$ cat src/rtl/mux4x1_rr_arbiter.sv
// rtl/mux4x1_rr_arbiter.sv - round-robin arbiter driving 4:1 mux select with bounded hold
//
// Shares one 4:1 multiplexer between four requesters. Requester i owns mux
// input i (0->a, 1->b, 2->c, 3->d). The grant rotates fairly. A contended
// owner keeps the grant for at most MAX_HOLD cycles.
//
// Parameters:
//   MAX_HOLD  max consecutive grant cycles while another request is pending (1..255)
// Ports:
//   clk_i     rising-edge clock
//   rst_ni    asynchronous active-low reset
//   req_i     [3:0] level request vector, bit i = requester i
//   grant_o   [3:0] registered one-hot grant, zero when idle
//   s0_o      registered mux select MSB
//   s1_o      registered mux select LSB ({s0,s1} = granted index)
//   valid_o   registered, high while a grant is active
module mux4x1_rr_arbiter #(
  parameter int unsigned MAX_HOLD = 8
) (
  input  logic       clk_i,
  input  logic       rst_ni,
  input  logic [3:0] req_i,
  output logic [3:0] grant_o,
  output logic       s0_o,
  output logic       s1_o,
  output logic       valid_o
);

  localparam int unsigned HW = $clog2(MAX_HOLD + 1);
  localparam logic [HW-1:0] HOLD_MAX = HW'(MAX_HOLD);
  localparam logic [HW-1:0] HOLD_ONE = HW'(1);

  typedef enum logic {IDLE, GRANT} state_e;

  state_e        state_q, state_d;
  logic [1:0]    owner_q, owner_d;
  logic [1:0]    last_q, last_d;
  logic [HW-1:0] hold_q, hold_d;
  logic [3:0]    grant_q, grant_d;
  logic          s0_q, s0_d;
  logic          s1_q, s1_d;
  logic          valid_q, valid_d;

  logic [3:0]    others;

  // First candidate at base+1, base+2, base+3, base+4 (mod 4). Scanning from
  // the farthest offset down lets the nearest set bit win.
  function automatic logic [1:0] rr_pick(input logic [1:0] base, input logic [3:0] cand);
    logic [1:0] idx;
    rr_pick = base;
    for (int k = 4; k >= 1; k--) begin
      idx = base + 2'(k);
      if (cand[idx]) rr_pick = idx;
    end
  endfunction

  // Requests other than the current owner; the owner is excluded on handoff.
  assign others = req_i & ~(4'b0001 << owner_q);

  always_comb begin
    state_d = state_q;
    owner_d = owner_q;
    last_d  = last_q;
    hold_d  = hold_q;
    unique case (state_q)
      IDLE: begin
        if (req_i != 4'b0000) begin
          owner_d = rr_pick(last_q, req_i);
          last_d  = owner_d;
          hold_d  = HOLD_ONE;
          state_d = GRANT;
        end
      end
      GRANT: begin
        if (!req_i[owner_q]) begin
          // Release: hand off without a bubble, or fall idle.
          if (others != 4'b0000) begin
            owner_d = rr_pick(owner_q, others);
            last_d  = owner_d;
            hold_d  = HOLD_ONE;
          end else begin
            state_d = IDLE;
            hold_d  = '0;
          end
        end else if (hold_q == HOLD_MAX && others != 4'b0000) begin
          // Preempt: owner used up its slot while someone else waits.
          owner_d = rr_pick(owner_q, others);
          last_d  = owner_d;
          hold_d  = HOLD_ONE;
        end else if (hold_q != HOLD_MAX) begin
          hold_d = hold_q + HOLD_ONE;
        end
      end
      default: state_d = IDLE;
    endcase
  end

  // Outputs are a registered decode of the next state, so the select never
  // depends combinationally on req_i.
  always_comb begin
    grant_d = 4'b0000;
    s0_d    = 1'b0;
    s1_d    = 1'b0;
    valid_d = 1'b0;
    if (state_d == GRANT) begin
      grant_d = 4'b0001 << owner_d;
      s0_d    = owner_d[1];
      s1_d    = owner_d[0];
      valid_d = 1'b1;
    end
  end

  always_ff @(posedge clk_i or negedge rst_ni) begin
    if (!rst_ni) begin
      state_q <= IDLE;
      owner_q <= 2'd0;
      last_q  <= 2'd3;
      hold_q  <= '0;
      grant_q <= 4'b0000;
      s0_q    <= 1'b0;
      s1_q    <= 1'b0;
      valid_q <= 1'b0;
    end else begin
      state_q <= state_d;
      owner_q <= owner_d;
      last_q  <= last_d;
      hold_q  <= hold_d;
      grant_q <= grant_d;
      s0_q    <= s0_d;
      s1_q    <= s1_d;
      valid_q <= valid_d;
    end
  end

  assign grant_o = grant_q;
  assign s0_o    = s0_q;
  assign s1_o    = s1_q;
  assign valid_o = valid_q;

endmodule

$ cat config.mk
export PLATFORM = sky130hd
export DESIGN_NAME = mux4x1_rr_arbiter
export DESIGN_NICKNAME = d
export VERILOG_FILES = /design/src/rtl/mux4x1_rr_arbiter.sv
export SDC_FILE = /design/constraint.sdc
export NUM_CORES = 1
export LEC_CHECK = 0
export BUFFER_PORTS_ARGS = -buffer_cell sky130_fd_sc_hd__buf_2
export CAP_MARGIN = 20
export CORE_UTILIZATION = 51
export DETAILED_ROUTE_END_ITERATION = 8
export GPL_TIMING_DRIVEN = 0
export PLACE_DENSITY = 0.74
export SYNTH_ARGS = -nofsm -noshare
export SYNTH_HDL_FRONTEND = slang
export SYNTH_SLANG_ARGS = --single-unit
export TNS_END_PERCENT = 30
$ cat constraint.sdc
create_clock -name clk_i -period 2.04 [get_ports clk_i]
set_input_delay 0.306 -clock clk_i [delete_from_list [all_inputs] [get_ports clk_i]]
set_output_delay 0.306 -clock clk_i [all_outputs]
set_load 0.02 [all_outputs]
==> impl_metrics.env, run 1 <==
export IMPL_clkPwrFrac=0.065
export IMPL_syn_inst=122
export IMPL_tightest_slew_ns=0.645
export IMPL_r2r_slack_ns=-0.16
export IMPL_routed_wl_um=2830
export IMPL_synthTopCellsByCount="dfrtp_1 (13), nor2_1 (9), inv_1 (7)"
export IMPL_floorplan_die_width_um=48.3
export IMPL_portion_of_synthesized_cell_area_occupied_by_the_leading_cell_type=0.297
export IMPL_clock_latency_ns=0.29
export IMPL_port_buffer_count=12
export IMPL_synth_top_area_cell="dfrtp_1"
export IMPL_n_antenna_cell=0
export IMPL_setup_worst_path_start_class="register"
export IMPL_first_pass_iters=4
export IMPL_drt_first_iter_violations=24
export IMPL_hold_ws_ns=0.432
export IMPL_timing_final_setup_violations=7
export IMPL_fmaxAchievable_ghz=0.454
export IMPL_rows=16
export IMPL_dr_total_vias=1036
export IMPL_worst_setup_path_endpoint="grant_o[1]"
export IMPL_powerDensity_nw_per_um2=1780
export IMPL_routedWlPerCell_um=16.5
export IMPL_synthDistinctLibCells=47
export IMPL_grt_use_total=0.232
export IMPL_relative_area_change_from_synthesis_to_final_layout_pct=36.2
export IMPL_yosysMostFrequentCell="dfrtp_1"
export IMPL_mappedNetlistNets=134
export IMPL_core_um2=1980
export IMPL_cts_htree_levels=1
export IMPL_synth_flop_cell="dfrtp_1"
export IMPL_switching_share=0.460
export IMPL_asyncSetResetFlopFracSynth=1.00
export IMPL_clk_buf_depth=2
export IMPL_cp_required_ns=2.27
export IMPL_fillerInstances=135
export IMPL_layout_setup_ws_ns=-0.161
export IMPL_cts_clk_slew_worst_paths_ns=0.09
export IMPL_remaining_drc_errors=0
export IMPL_most_common_cell_on_crit_path="buf_6"
export IMPL_period_minus_slack_ns=2.20
export IMPL_path_max_fanout=9
export IMPL_totalPowerFinal_mw=2.66
export IMPL_peakVddDrop_mv=1.33
export IMPL_period_share=1.08
export IMPL_largest_net_degree_at_the_start_of_global_routing=16
export IMPL_fin_worst_skew_ns=0.00525
export IMPL_drive_gt1_frac=0.414
export IMPL_worst_r2r_startpoint="owner_q[0]"
export IMPL_comb_power_share=0.734
export IMPL_floorplan_io_pins=13
export IMPL_yosysSeqAreaShare=0.345
export IMPL_tritoncts_num_buffers=3
export IMPL_synth_cell_area_um2=1090
export IMPL_antenna_left=0
export IMPL_unrepaired_setup_endpoints_after_global_routing="true"
export IMPL_power_net_switching_mw=1.22
export IMPL_global_route_wire_length_before_repair_um=4250
export IMPL_start_util=0.552
export IMPL_synth_enable_flop_cells=0
export IMPL_worstPathArrival_ns=2.43
export IMPL_crit_start="owner_q[0]"
export IMPL_clock_tree_root_cell="clkbuf_4"
export IMPL_worst_slew_margin_rel=0.566
export IMPL_tritoncts_clock_tree="yes"
export IMPL_cp_slowest_stage_delay_ns=0.46
export IMPL_global_placer_s_final_weighted_congestion=0.830
export IMPL_design_final_nets=158
export IMPL_die_height_um=48.3
export IMPL_run_status="complete, but fails checks"
export IMPL_register_to_register_path_depth=8
export IMPL_cellLeakagePower_nw=0.636
export IMPL_ys_warn_count=0
export IMPL_hpwlAfterDp_um=1710
export IMPL_sequentialPowerShare=0.201
export IMPL_internal_power_mw=1.44
export IMPL_netlist_top_cells_area="dfrtp_1 (30%), ha_1 (6.9%), dfstp_2 (4.8%)"
export IMPL_end_kind="register"
export IMPL_grt_overflow=0
export IMPL_die_area_um2=2340
export IMPL_r2r_end="grant_o[1]"
export IMPL_grt_antenna_before_repair=0
export IMPL_hold_class="in -> async"
export IMPL_finalMaxSlewViolations=0
export IMPL_cpMaxStageDelayCell="or3b_4"
export IMPL_maxCapViolCount=0
export IMPL_grt_pass1_vias=948
export IMPL_numClockSinks=15
export IMPL_worstPathCellList="buf_6, buf_6, or3b_4, nand2_4, a211oi_4, nor3b_4, mux2i_4, nor2b_4"
export IMPL_vias_per_cell=6.02
export IMPL_synth_avg_cell_area_um2=8.97
export IMPL_final_hold_viol_count=0
export IMPL_failed_checks="setup timing"
export IMPL_register_bit_total_from_synthesis=15
export IMPL_timing_setup_critical_path_class="reg -> reg"
-- worst max-delay path: cells and delay by family, from the launching register on --
kind | cells | cell delay (ns)
and+or+nand+nor | 4 | 1.02
DFF | 1 | 0.42
muxes | 1 | 0.36
buffers and inverters | 2 | 0.28
AOI/OAI and AO/OA | 1 | 0.06
-- placed cells by master (no fill, tap or decap), types with 3 or more instances in the layout --
cell	n
o21ai_1	6
nor2_1	9
nand2b_4	5
o21a_1	3
buf_4	4
buf_2	12
ha_4	4
inv_1	5
clkbuf_4	3
nand3_1	3
dfrtp_1	13
nor3_1	3
o21ai_0	5
nand2_1	4
buf_6	4
a21oi_1	5
-- stage by stage --
step                setup slack [ns]  area (um^2)  instances   util  TNS [ns]
finish                        -0.161         1490        172  0.753    -0.812
global route                  -0.255         1490        172  0.753     -1.51
CTS                           -0.107         1340        172  0.677    -0.505
detailed placement            -0.268         1220        161  0.616     -1.58
global placement              -0.196         1220        161  0.616     -1.14
floorplan                    0.00152         1130        122      -         0
-- layout make-up --
| cell class | count | area [um^2] | area share |
|---|---|---|---|
| Clock inverter | 1 | 5.00 | 0.00336 |
| Multi-Input combinational cell | 94 | 858 | 0.576 |
| Sequential cell | 15 | 378 | 0.253 |
| Clock buffer | 3 | 22.5 | 0.0151 |
| Tap cell | 27 | 33.8 | 0.0227 |
| Buffer | 4 | 30.0 | 0.0201 |
| Inverter | 9 | 41.3 | 0.0277 |
| Timing Repair Buffer | 19 | 123 | 0.0822 |
-- power by group through the flow --
stage,sequential [mW],combinational (mW),clock (mW)
detailed placement,0.543,1.29,0
finish,0.534,1.95,0.173
global placement,0.538,1.26,0
global route,0.545,2.10,0.185
floorplan,0.597,0.966,0
CTS,0.531,1.50,0.175
-- worst min-delay path by stage --
stage	endpoint	cells past startpoint	startpoint	slack (ns)
after floorplan	grant_o[0]	0	rst_ni	0.01
after CTS	s0_o	2	rst_ni	0.45
final	s0_o	2	rst_ni	0.43
after global placement	s0_o	1	rst_ni	0.22
after global routing	s1_o	2	rst_ni	0.48
after detailed placement	s0_o	1	rst_ni	0.22
-- layer usage --
metal | part of all wire | GRT usage
met3 | 0.029 | 0.0126
met1 | 0.40 | 0.302
met2 | 0.55 | 0.399
met5 | 0 | 0
met4 | 0.013 | 0.108
-- cell families after synthesis --
family,Yosys count,synth area share
AO/OA/AOI/OAI,37,0.235
XOR/XNOR,1,0.00800
adder cells (fa/ha/maj),6,0.0686
buffers and inverters,13,0.0492
flip-flops,15,0.345
multiplexers,3,0.0537
AND/OR/NAND/NOR,47,0.240
-- timing repair --
action / 4_1_cts / 5_1_grt
hold buffers: 1 / 0
resized for setup: 11 / 25
endpoints found under the setup margin: 9 / 9
hold endpoints to repair: 13 / 0
buffers inserted: 6 / 1
pin swaps: 2 / 7
-- flip-flops by register name (all words and copies together) (netlist names) --
register  count
state_q       1
grant_o       4
hold_q        4
owner_q       2
s0_o          1
last_q        2
s1_o          1
Power figures use the tool's default switching activity.
==> inputs of run 2 (changes only) <==
SETUP_SLACK_MARGIN = 0.4   (was not set)
==> run 2 against run 1 <==
- the run still ends with setup timing left
- total power fell by 4.7%
- clock power fell by 5%
- non-clock buffer count rose by 6
- flip-flop and latch count did not move
- first-iteration DRC count rose by 100%
- fmax rose by 2.2%
- final cell count rose by 3.5%
- worst setup slack improved by 0.048 ns
- core utilization fell by 1.1 points
==> impl_metrics.env, run 2 (synthesis results as in run 1) <==
export IMPL_run_status="complete, but fails checks"
export IMPL_failed_checks="setup timing"
export IMPL_start_util=0.552
export IMPL_floorplan_io_pins=13
export IMPL_vias_per_cell=5.98
export IMPL_global_placer_s_final_weighted_congestion=0.871
export IMPL_n_antenna_cell=0
export IMPL_worstPathCellList="buf_6, inv_8, ha_4, nand2b_4, mux4_2, a21oi_4, nor3b_4, mux2i_2, buf_4, and2_4"
export IMPL_routed_wl_um=2800
export IMPL_core_um2=1980
export IMPL_grt_pass1_vias=1051
export IMPL_grt_use_total=0.249
export IMPL_most_common_layout_cells="dfrtp_1 (13), buf_2 (12), buf_4 (12)"
export IMPL_global_route_wire_length_before_repair_um=4580
export IMPL_clk_buf_depth=2
export IMPL_drt_first_iter_violations=49
export IMPL_place_detailed_instances=161
export IMPL_first_pass_iters=4
export IMPL_grt_overflow=0
export IMPL_global_route_usage_met3=0.0157
export IMPL_tightest_slew_ns=0.603
export IMPL_drive_gt1_frac=0.417
export IMPL_routedWlPerCell_um=15.7
export IMPL_hold_class="in -> async"
export IMPL_cpMaxStageDelayCell="mux4_2"
export IMPL_cp_slowest_stage_delay_ns=0.50
export IMPL_setup_worst_path_start_class="register"
export IMPL_finalMaxSlewViolations=0
export IMPL_setup_tns_ns=-0.540
export IMPL_dp_worst_setup_slack_ns=-0.224
export IMPL_critPathBufInv=3
export IMPL_powerDensity_nw_per_um2=1720
export IMPL_cp_top_family="multiplexers"
export IMPL_timing_final_setup_violations=6
export IMPL_peakVddDrop_mv=1.32
export IMPL_period_share=1.06
export IMPL_final_core_utilization=0.742
export IMPL_worstPathArrival_ns=2.33
export IMPL_clock_tree_root_cell="clkbuf_4"
export IMPL_final_cell_area_um2=1470
export IMPL_rows=16
export IMPL_fmaxAchievable_ghz=0.465
export IMPL_end_kind="register"
export IMPL_die_height_um=48.3
export IMPL_cts_htree_levels=1
export IMPL_path_max_fanout=6
export IMPL_unrepaired_setup_endpoints_after_global_routing="true"
export IMPL_floorplan_die_width_um=48.3
export IMPL_groute_layer_met1_usage=0.299
export IMPL_tritoncts_clock_tree="yes"
export IMPL_clock_latency_ns=0.28
export IMPL_numClockSinks=15
export IMPL_layout_setup_ws_ns=-0.113
export IMPL_dr_total_vias=1065
export IMPL_antenna_left=0
export IMPL_tritoncts_num_buffers=3
export IMPL_maxCapViolCount=0
export IMPL_hpwlAfterDp_um=1760
export IMPL_largest_net_degree_at_the_start_of_global_routing=16
export IMPL_die_area_um2=2340
export IMPL_busiest_layer="met2"
export IMPL_instances_no_fill=178
export IMPL_fin_worst_skew_ns=0.000341
export IMPL_timing_setup_critical_path_class="reg -> reg"
export IMPL_worst_slew_margin_rel=0.594
export IMPL_globalRouteMet2Util=0.451
export IMPL_dpl_cell_area_um2=1240
export IMPL_cts_clk_slew_worst_paths_ns=0.08
export IMPL_final_common_cell="dfrtp_1"
export IMPL_design_final_nets=164
export IMPL_grt_antenna_before_repair=0
export IMPL_period_minus_slack_ns=2.15
export IMPL_port_buffer_count=12
export IMPL_relative_area_change_from_synthesis_to_final_layout_pct=34.3
export IMPL_cellLeakagePower_nw=0.646
export IMPL_final_hold_viol_count=0
export IMPL_cp_required_ns=2.22
export IMPL_remaining_drc_errors=0
run 2: metrics by stage:
step           hold WS, ns  total power, mW
6_report             0.472             2.54
5_1_grt              0.511             2.72
4_1_cts              0.445             2.33
3_5_place_dp         0.216             1.88
3_3_place_gp         0.213             1.83
2_1_floorplan       0.0104             1.60
run 2: per-layer routing:
metal	wire length [um]	part of all wire
met1	1200	0.43
met2	1430	0.51
met3	117	0.042
met4	57	0.020
met5	0	0
run 2: path summary, 6_finish.rpt:
kind	start	slack, ns	end	cells after the start
worst max-delay path	owner_q[0]	-0.11	s1_o	10
worst min-delay path	rst_ni	0.47	grant_o[3]	2
worst max register to register	owner_q[0]	-0.11	s1_o	10
worst min register to register	hold_q[3]	0.50	hold_q[3]	1
max in group asynchronous	rst_ni	1.28	last_q[0]	2
min in group clk_i	hold_q[3]	0.50	hold_q[3]	1
run 2: cell type report:
type	count	area, um^2
flip-flops and latches	15	378
inverters	9	46.3
clock inverters	1	5.00
multi-input cells	94	795
plain buffers	4	30.0
clock buffers	3	22.5
well taps	27	33.8
fillers	137	512
repair buffers	25	160
run 2: what timing repair did:
action,CTS,global route
hold buffers,1,0
hold endpoints to repair,13,0
buffers inserted,12,0
pin swaps,4,4
resized for setup,9,10
cloned,0,0
setup endpoints to repair,15,15
run 2: report_power, final:
part	switching [mW]	leakage, nW	internal [mW]
clock	0.0912	0.0177	0.0728
combinational	0.965	0.450	0.871
sequential	0.0867	0.179	0.449
total	1.14	0.646	1.39
==> inputs of run 3 (changes only) <==
CORE_UTILIZATION = 28   (was 51)
PLACE_DENSITY = 0.46   (was 0.74)
==> run 3 against run 2 <==
- clock skew is 0.0012 ns higher
- die area grew 78%
- sequential share of layout area is 0.78 points lower
- sequential power up 0.9%
- worst hold slack better by 0.015 ns
- first-iteration DRC count grew 14%
- total power fell by 0.71%
- via count up 0.56%
- core utilization fell by 33 points
- fmax decreased by 0.34%
- register-to-register slack hardly changed
- the flow still finishes with violations (setup timing)
- critical path type unchanged
==> impl_metrics.env, run 3 (synthesis results as in run 1) <==
export IMPL_port_buffer_count=12
export IMPL_fin_worst_skew_ns=0.00151
export IMPL_antenna_left=0
export IMPL_setup_worst_path_start_class="register"
export IMPL_floorplan_die_width_um=64.5
export IMPL_final_cell_area_um2=1520
export IMPL_period_share=1.06
export IMPL_first_pass_iters=4
export IMPL_failed_checks="setup timing"
export IMPL_n_antenna_cell=0
export IMPL_start_util=0.295
export IMPL_grt_pass1_vias=1133
export IMPL_design_final_nets=167
export IMPL_grt_overflow=0
export IMPL_path_max_fanout=6
export IMPL_rows=22
export IMPL_clock_latency_ns=0.25
export IMPL_fillerInstances=373
export IMPL_hpwlAfterDp_um=1940
export IMPL_relative_area_change_from_synthesis_to_final_layout_pct=38.5
export IMPL_core_um2=3720
export IMPL_most_common_layout_cells="buf_4 (15), dfrtp_1 (13), buf_2 (12)"
export IMPL_vias_per_cell=5.30
export IMPL_dpl_cell_area_um2=1270
export IMPL_final_hold_viol_count=0
export IMPL_global_route_wire_length_before_repair_um=4890
export IMPL_cts_clk_slew_worst_paths_ns=0.06
export IMPL_dr_total_vias=1071
export IMPL_largest_net_degree_at_the_start_of_global_routing=16
export IMPL_final_common_cell="buf_4"
export IMPL_maxCapViolCount=0
export IMPL_fmaxAchievable_ghz=0.463
export IMPL_period_minus_slack_ns=2.16
export IMPL_cellLeakagePower_nw=0.651
export IMPL_grt_antenna_before_repair=0
export IMPL_grt_use_total=0.149
export IMPL_routedWlPerCell_um=14.0
export IMPL_dp_worst_setup_slack_ns=-0.256
export IMPL_cts_htree_levels=1
export IMPL_global_placer_s_final_weighted_congestion=0.792
export IMPL_powerDensity_nw_per_um2=1660
export IMPL_clk_buf_depth=2
export IMPL_drt_first_iter_violations=56
export IMPL_worstPathArrival_ns=2.30
export IMPL_hold_ws_ns=0.487
export IMPL_worst_slew_margin_rel=0.655
export IMPL_timing_setup_critical_path_class="reg -> reg"
export IMPL_setup_tns_ns=-0.550
export IMPL_end_kind="register"
export IMPL_run_status="complete, but fails checks"
export IMPL_finalMaxSlewViolations=0
export IMPL_routed_wl_um=2820
export IMPL_unrepaired_setup_endpoints_after_global_routing="true"
export IMPL_die_area_um2=4160
export IMPL_cp_required_ns=2.18
export IMPL_timing_final_setup_violations=6
export IMPL_clock_tree_root_cell="clkbuf_8"
export IMPL_layout_setup_ws_ns=-0.120
export IMPL_drive_gt1_frac=0.403
export IMPL_numClockSinks=15
export IMPL_remaining_drc_errors=0
export IMPL_floorplan_io_pins=13
export IMPL_hold_class="in -> async"
export IMPL_peakVddDrop_mv=0.819
export IMPL_tritoncts_clock_tree="yes"
export IMPL_tightest_slew_ns=0.512
export IMPL_die_height_um=64.5
export IMPL_final_core_utilization=0.408
export IMPL_tritoncts_num_buffers=3
run 3: what timing repair did:
action,in CTS,in global routing
hold buffers,1,0
buffers inserted,14,1
resized for setup,7,9
gates cloned,0,0
hold endpoints to repair,13,0
pin swaps,4,2
setup endpoints to repair,15,15
run 3: final timing paths:
kind | startpoint | to | slack, ns | depth (start not counted)
setup / recovery | owner_q[1] | s1_o | -0.12 | 10
hold reg to reg | hold_q[2] | hold_q[2] | 0.50 | 1
setup reg to reg | owner_q[1] | s1_o | -0.12 | 10
min in group clk_i | hold_q[2] | hold_q[2] | 0.50 | 1
hold / removal | rst_ni | hold_q[2] | 0.49 | 2
max in group asynchronous | rst_ni | last_q[0] | 1.26 | 2
run 3: stage by stage:
step	cells	total power [mW]
after detailed placement	182	1.89
after global routing	202	2.72
after CTS	201	2.41
after global placement	182	1.87
after floorplan	122	1.60
final	202	2.52
run 3: worst max-delay path, cell delays in order, from the launching register on:
cell and delay (ns):
dfrtp_1 0.39, buf_6 0.15, inv_6 0.04, ha_4 0.15, nand2b_4 0.14, mux4_2 0.50, a21oi_4 0.17, nor3b_4 0.07
mux2i_2 0.15, buf_4 0.16, and2_4 0.13
run 3: area by class of cell:
type,instances,area (um^2),share of cell area
multi-input cells,94,771,0.508
clock inverters,1,7.51,0.00495
well taps,48,60.1,0.0396
clock buffers,3,41.3,0.0272
flip-flops and latches,15,378,0.249
inverters,9,46.3,0.0305
repair buffers,28,183,0.120
plain buffers,4,30.0,0.0198
run 3: power by group:
part	switching [mW]	internal (mW)	total (mW)
combinational	0.907	0.821	1.73
sequential	0.0912	0.450	0.541
clock	0.111	0.137	0.248
run 3: per-layer routing:
| metal | routed length, um | part of all wire | up-vias | global-route usage |
|---|---|---|---|---|
| met5 | 0 | 0 | - | 0 |
| met4 | 15 | 0.0053 | 0 | 0.0250 |
| met3 | 102 | 0.036 | 2 | 0.0387 |
| met2 | 1440 | 0.51 | 23 | 0.278 |
| met1 | 1260 | 0.45 | 534 | 0.172 |
| li1 | - | - | 512 | - |
